### config.mk
export PLATFORM = sky130hd
export DESIGN_NAME = mem_arbiter
export DESIGN_NICKNAME = d
export VERILOG_FILES = /design/src/rtl/mem_arbiter.sv
export SDC_FILE = /design/constraint.sdc
export NUM_CORES = 1
export LEC_CHECK = 0
export CORE_ASPECT_RATIO = 0.75
export CORE_MARGIN = 5
export CORE_UTILIZATION = 45
export CTS_BUF_LIST = sky130_fd_sc_hd__clkbuf_8
export CTS_CLUSTER_SIZE = 16
export DETAILED_ROUTE_END_ITERATION = 16
export PLACE_DENSITY = 0.86
export SYNTH_ARGS = -nofsm -noshare
export SYNTH_HDL_FRONTEND = slang
export SYNTH_SLANG_ARGS = --single-unit
### constraint.sdc
create_clock -name clock -period 2.8 [get_ports clock]
set_input_delay 0.28 -clock clock [delete_from_list [all_inputs] [get_ports clock]]
set_output_delay 0.28 -clock clock [all_outputs]
set_load 0.05 [all_outputs]
### src/rtl/mem_arbiter.sv
// Three-requester (VGA/CPU/PS2) arbiter onto one synchronous single-port RAM; define MEM_ARB_RR_EN for CPU/PS2 round-robin.
// Latency: request sampled in IDLE, memory access next cycle, ack pulse in the third cycle (3-cycle spacing back to back).
// Backpressure: requesters hold req until their ack; requests seen outside IDLE wait, and a held req is never dropped.
module mem_arbiter (
  input  logic        clock,
  input  logic        reset,
  input  logic        vga_req,
  input  logic [15:0] vga_addr,
  output logic        vga_ack,
  output logic [15:0] vga_rdata,
  input  logic        cpu_req,
  input  logic        cpu_we,
  input  logic [15:0] cpu_addr,
  input  logic [15:0] cpu_wdata,
  output logic        cpu_ack,
  output logic [15:0] cpu_rdata,
  input  logic        ps2_req,
  input  logic        ps2_we,
  input  logic [15:0] ps2_addr,
  input  logic [15:0] ps2_wdata,
  output logic        ps2_ack,
  output logic [15:0] mem_addr,
  output logic        mem_we,
  output logic [15:0] mem_wdata,
  input  logic [15:0] mem_rdata,
  output logic        busy,
  output logic [1:0]  grant_id
);

  typedef enum logic [1:0] {IDLE, ACCESS, DONE} state_t;

  localparam logic [1:0] ID_NONE = 2'd0;
  localparam logic [1:0] ID_VGA  = 2'd1;
  localparam logic [1:0] ID_CPU  = 2'd2;
  localparam logic [1:0] ID_PS2  = 2'd3;

  state_t      state_q, state_d;
  logic [1:0]  gid_q, gid_d;
  logic [15:0] addr_q, addr_d;
  logic [15:0] wdata_q, wdata_d;
  logic        we_q, we_d;
  logic [15:0] vga_rdata_q, vga_rdata_d;
  logic [15:0] cpu_rdata_q, cpu_rdata_d;
  logic [1:0]  win_id;

`ifdef MEM_ARB_RR_EN
  // Set when PS2 should win the next CPU/PS2 tie; reset favours the CPU.
  logic ps2_first_q, ps2_first_d;
`endif

  always_comb begin
    win_id = ID_NONE;
    if (vga_req) begin
      win_id = ID_VGA;
`ifdef MEM_ARB_RR_EN
    end else if (cpu_req && ps2_req) begin
      win_id = ps2_first_q ? ID_PS2 : ID_CPU;
`endif
    end else if (cpu_req) begin
      win_id = ID_CPU;
    end else if (ps2_req) begin
      win_id = ID_PS2;
    end
  end

  always_comb begin
    state_d     = state_q;
    gid_d       = gid_q;
    addr_d      = addr_q;
    wdata_d     = wdata_q;
    we_d        = we_q;
    vga_rdata_d = vga_rdata_q;
    cpu_rdata_d = cpu_rdata_q;
`ifdef MEM_ARB_RR_EN
    ps2_first_d = ps2_first_q;
`endif
    case (state_q)
      IDLE: begin
        if (win_id != ID_NONE) begin
          gid_d   = win_id;
          state_d = ACCESS;
          case (win_id)
            ID_VGA: begin
              addr_d = vga_addr;
              we_d   = 1'b0;
            end
            ID_CPU: begin
              addr_d  = cpu_addr;
              we_d    = cpu_we;
              wdata_d = cpu_wdata;
            end
            default: begin
              addr_d  = ps2_addr;
              we_d    = ps2_we;
              wdata_d = ps2_wdata;
            end
          endcase
        end
      end
      ACCESS: state_d = DONE;
      DONE: begin
        state_d = IDLE;
        if (!we_q && gid_q == ID_VGA) vga_rdata_d = mem_rdata;
        if (!we_q && gid_q == ID_CPU) cpu_rdata_d = mem_rdata;
`ifdef MEM_ARB_RR_EN
        if (gid_q == ID_CPU) ps2_first_d = 1'b1;
        if (gid_q == ID_PS2) ps2_first_d = 1'b0;
`endif
      end
      default: state_d = IDLE;
    endcase
  end

  always_ff @(posedge clock or negedge reset) begin
    if (!reset) begin
      state_q     <= IDLE;
      gid_q       <= ID_NONE;
      addr_q      <= 16'h0000;
      wdata_q     <= 16'h0000;
      we_q        <= 1'b0;
      vga_rdata_q <= 16'h0000;
      cpu_rdata_q <= 16'h0000;
`ifdef MEM_ARB_RR_EN
      ps2_first_q <= 1'b0;
`endif
    end else begin
      state_q     <= state_d;
      gid_q       <= gid_d;
      addr_q      <= addr_d;
      wdata_q     <= wdata_d;
      we_q        <= we_d;
      vga_rdata_q <= vga_rdata_d;
      cpu_rdata_q <= cpu_rdata_d;
`ifdef MEM_ARB_RR_EN
      ps2_first_q <= ps2_first_d;
`endif
    end
  end

  assign busy      = (state_q != IDLE);
  assign grant_id  = (state_q == IDLE) ? ID_NONE : gid_q;
  assign mem_addr  = addr_q;
  assign mem_wdata = wdata_q;
  assign mem_we    = (state_q == ACCESS) && we_q;
  assign vga_ack   = (state_q == DONE) && (gid_q == ID_VGA);
  assign cpu_ack   = (state_q == DONE) && (gid_q == ID_CPU);
  assign ps2_ack   = (state_q == DONE) && (gid_q == ID_PS2);

  // RAM data arrives during DONE, so bypass it so rdata is already valid alongside the ack.
  assign vga_rdata = vga_ack ? mem_rdata : vga_rdata_q;
  assign cpu_rdata = (cpu_ack && !we_q) ? mem_rdata : cpu_rdata_q;

endmodule

==> flow_metrics.tcl <==
set metrics [dict create \
    status "completed" \
    antenna_found_initial 0 \
    avgSynthCellArea_um2 11.56 \
    max-cap-violations 0 \
    yosys.cell_count.top_type "dfrtp_1" \
    wl_um 10160 \
    finalCritPeriodShare 0.9625 \
    clock_sinks 69 \
    htreeDepth 3 \
    report.final.hold_viol_count 0 \
    cp_max_fo 6 \
    synth_mux_area_frac 0.2649 \
    p_clk_frac 0.135 \
    slew_headroom 0.4935 \
    die_area_um2 9578 \
    max_stage_delay_ns 0.70 \
    worstReg2RegEnd "vga_rdata_q[15]$_DFFE_PN0P_" \
    finalCriticalPeriod_ns 2.695 \
    maxSlewViolCount 0 \
    num-nets-final 576 \
    wl_met1_um 4128 \
    syn_inst 300 \
    globalplace.congestion 0.8102 \
    skew_ns 0.004594 \
    drt_iter0_markers 102 \
    hp-class "in2async" \
    cp-end-kind "primary output" \
    cpLargestDelayFamily "buffers and inverters" \
    synth_area_um2 3467 \
    startpoint_type "register" \
    syn2layout_area_growth_pct 57.78 \
    via_count 3042 \
    crit_type "reg2out" \
    top_layer_used "met4" \
    place.port_buffers 173 \
    ys_types 29 \
    wl_met3_um 724 \
    synth_top_family_by_area "multiplexers" \
    ys_top_cells_by_area "dfrtp_1 50%, mux2_2 17%, mux2i_1 4.6%" \
    p_switching_w 0.003250 \
    rsz0062_at_grt "no" \
    die_y_um 86.02 \
    p_leak_nw 2.337 \
    tns_ns 0 \
    synth_area_leader_cell "dfrtp_1" \
    ys.warnings.count 0 \
    overflow 0 \
    cts_tree "yes" \
    cp_cell_sequence "nand3b_1 > nor3_4 > mux2_2 > clkdlybuf4s50_1" \
    start_util 0.4665 \
    setup_viol 0 \
    synth-compound-area-share 0.1158 \
    clk_pin_slew_worst_paths_ns 0.07 \
    setup_slack_ns 0.1051 \
    grt_max_degree 37 \
    diodes 0 \
    post-place-ws_ns 0.3584 \
    synthSimpleGateAreaFrac 0.07254 \
    clock_latency_ns 0.33 \
    synth_edf_count 0 \
    async_flop_share 1.000 \
    yosys.area_share.xor_xnor 0 \
    cellPowerDensity_nw_per_um2 1224 \
    dr_wl_met2_um 5184 \
    crit_slowest_cell "clkdlybuf4s50_1" \
    first_pass_iters 4 \
    combPwrFrac 0.605 \
    synth_fa_ha_area_frac 0.01083 \
    die_w_um 111.4 \
    drive_above_1_share 0.2547 \
    grt_pass1_wl_um 16280 \
    root_buffer "clkbuf_8" \
    vias_per_cell 5.281 \
    grt_use_total 0.2143 \
    seqPwrFrac 0.260 \
    max_freq_mhz 371.1 \
    cts_max_path_buffers 2 \
    worst-path-stages 4 \
    cts-buffers-inserted 9 \
    ant_nets 0 \
    ys_seq_area_frac 0.4980 \
    wl_per_cell_um 17.63 \
    pin_count 174 \
    synth_top_flop_cell "dfrtp_1" \
    synth_nets 406 \
    critical_path_required_ns 2.52 \
    synth_top_cell_area_share 0.4980 \
    post-dp-hpwl_um 7815 \
    crit_buf_inv 1 \
    power.internal_w 0.003447 \
    r2r_slack_ns 0.89 \
    p_sw_frac 0.4853 \
    ys_ff_latch 69 \
    worstReg2RegStart "state_q[0]$_DFFE_PN0P_" \
    tightest_slew_ns 0.7598 \
    r2r_cells 3 \
    synth_commonest_cells "69 x dfrtp_1, 52 x mux2_2, 32 x o21ai_0" \
    ir_drop_v 0.0006920 \
    coreArea_um2 7432 \
    grt_pass1_vias 3183 \
    crit_arrival_ns 2.41 \
    rows 27 \
    drc 0 \
]
==> how the worst max path moves through the flow <==
| stage | from | endpoint | slack, ns |
|---|---|---|---|
| final | state_q[0]$_DFFE_PN0P_ | cpu_rdata[14] | 0.11 |
| after global routing | state_q[0]$_DFFE_PN0P_ | cpu_rdata[14] | 0.004 |
| after CTS | state_q[0]$_DFFE_PN0P_ | cpu_rdata[3] | 0.07 |
| after detailed placement | ps2_req | mem_addr[14]$_DFFE_PN0P_ | 0.36 |
| after global placement | cpu_req | mem_wdata[1]$_DFFE_PN0P_ | 0.48 |
| after floorplan | state_q[0]$_DFFE_PN0P_ | vga_rdata[10] | 0.87 |
==> routing by layer <==
layer | up-vias | global-route usage
met4 | 0 | 0.05083
met5 | - | 0
li1 | 1417 | -
met3 | 8 | 0.08392
met2 | 115 | 0.3667
met1 | 1502 | 0.2573
==> registers in the layout, summed over array words and instances, names as in the netlist <==
name         count
gid_q            2
cpu_rdata_q     16
vga_rdata_q     16
mem_addr        16
mem_wdata       16
state_q          2
we_q             1
==> timing repair <==
action                                  in CTS  in global routing
gates resized for setup                      0                  2
endpoints found under the setup margin       0                  2
hold buffers                                 0                  0
buffers inserted                             0                  0
==> per-stage QoR <==
step | cell area, um2 | hold WS, ns | cells | utilization | total power, W
global placement | 5241 | 0.4022 | 560 | 0.7052 | 0.005729
floorplan | 3467 | -0.01559 | 300 | - | 0.004438
global route | 5470 | 0.05834 | 576 | 0.7360 | 0.007027
detailed placement | 5241 | 0.4014 | 560 | 0.7052 | 0.005817
CTS | 5465 | 0.02675 | 576 | 0.7354 | 0.006756
finish | 5470 | 0.01596 | 576 | 0.7360 | 0.006697
==> logic make-up after synthesis <==
group	count (synthesis)
DFF	69
and+or+nand+nor	52
muxes	80
AOI/OAI and AO/OA	68
adders and majority gates	3
buffers and inverters	28
==> power by group through the flow <==
stage,Sequential [W],Clock [W],Combinational [W]
floorplan,0.00246,0,0.00198
detailed placement,0.00175,0,0.00406
global placement,0.00173,0,0.00400
global route,0.00180,0.000975,0.00425
CTS,0.00174,0.000926,0.00409
finish,0.00174,0.000905,0.00405
==> area by class of cell <==
class,count,area (um2)
fill,554,1962
timing repair buffer,181,1747
sequential,69,1727
multi-input combinational,203,1624
clock buffer,10,137.6
tap,101,126.4
clock inverter,6,86.33
inverter,6,22.52
==> cell usage in the layout, fill, tap and decap left out, drive strengths merged <==
cell type        n
nor4             1
and2             3
nand3            1
nor2b            2
mux2i           16
ha               3
mux2            64
inv              6
clkinvlp         1
dfrtp           69
and4bb           1
bufinv           2
clkbuf          10
buf             37
a21oi           17
nor3             1
or3              1
a31oi            1
nand3b           1
nor2            20
a221oi          16
or2              2
nand2           19
clkinv           3
clkdlybuf4s50  142
dlymetal6s2s     2
o21ai           34
Power figures use the tool's default switching activity.
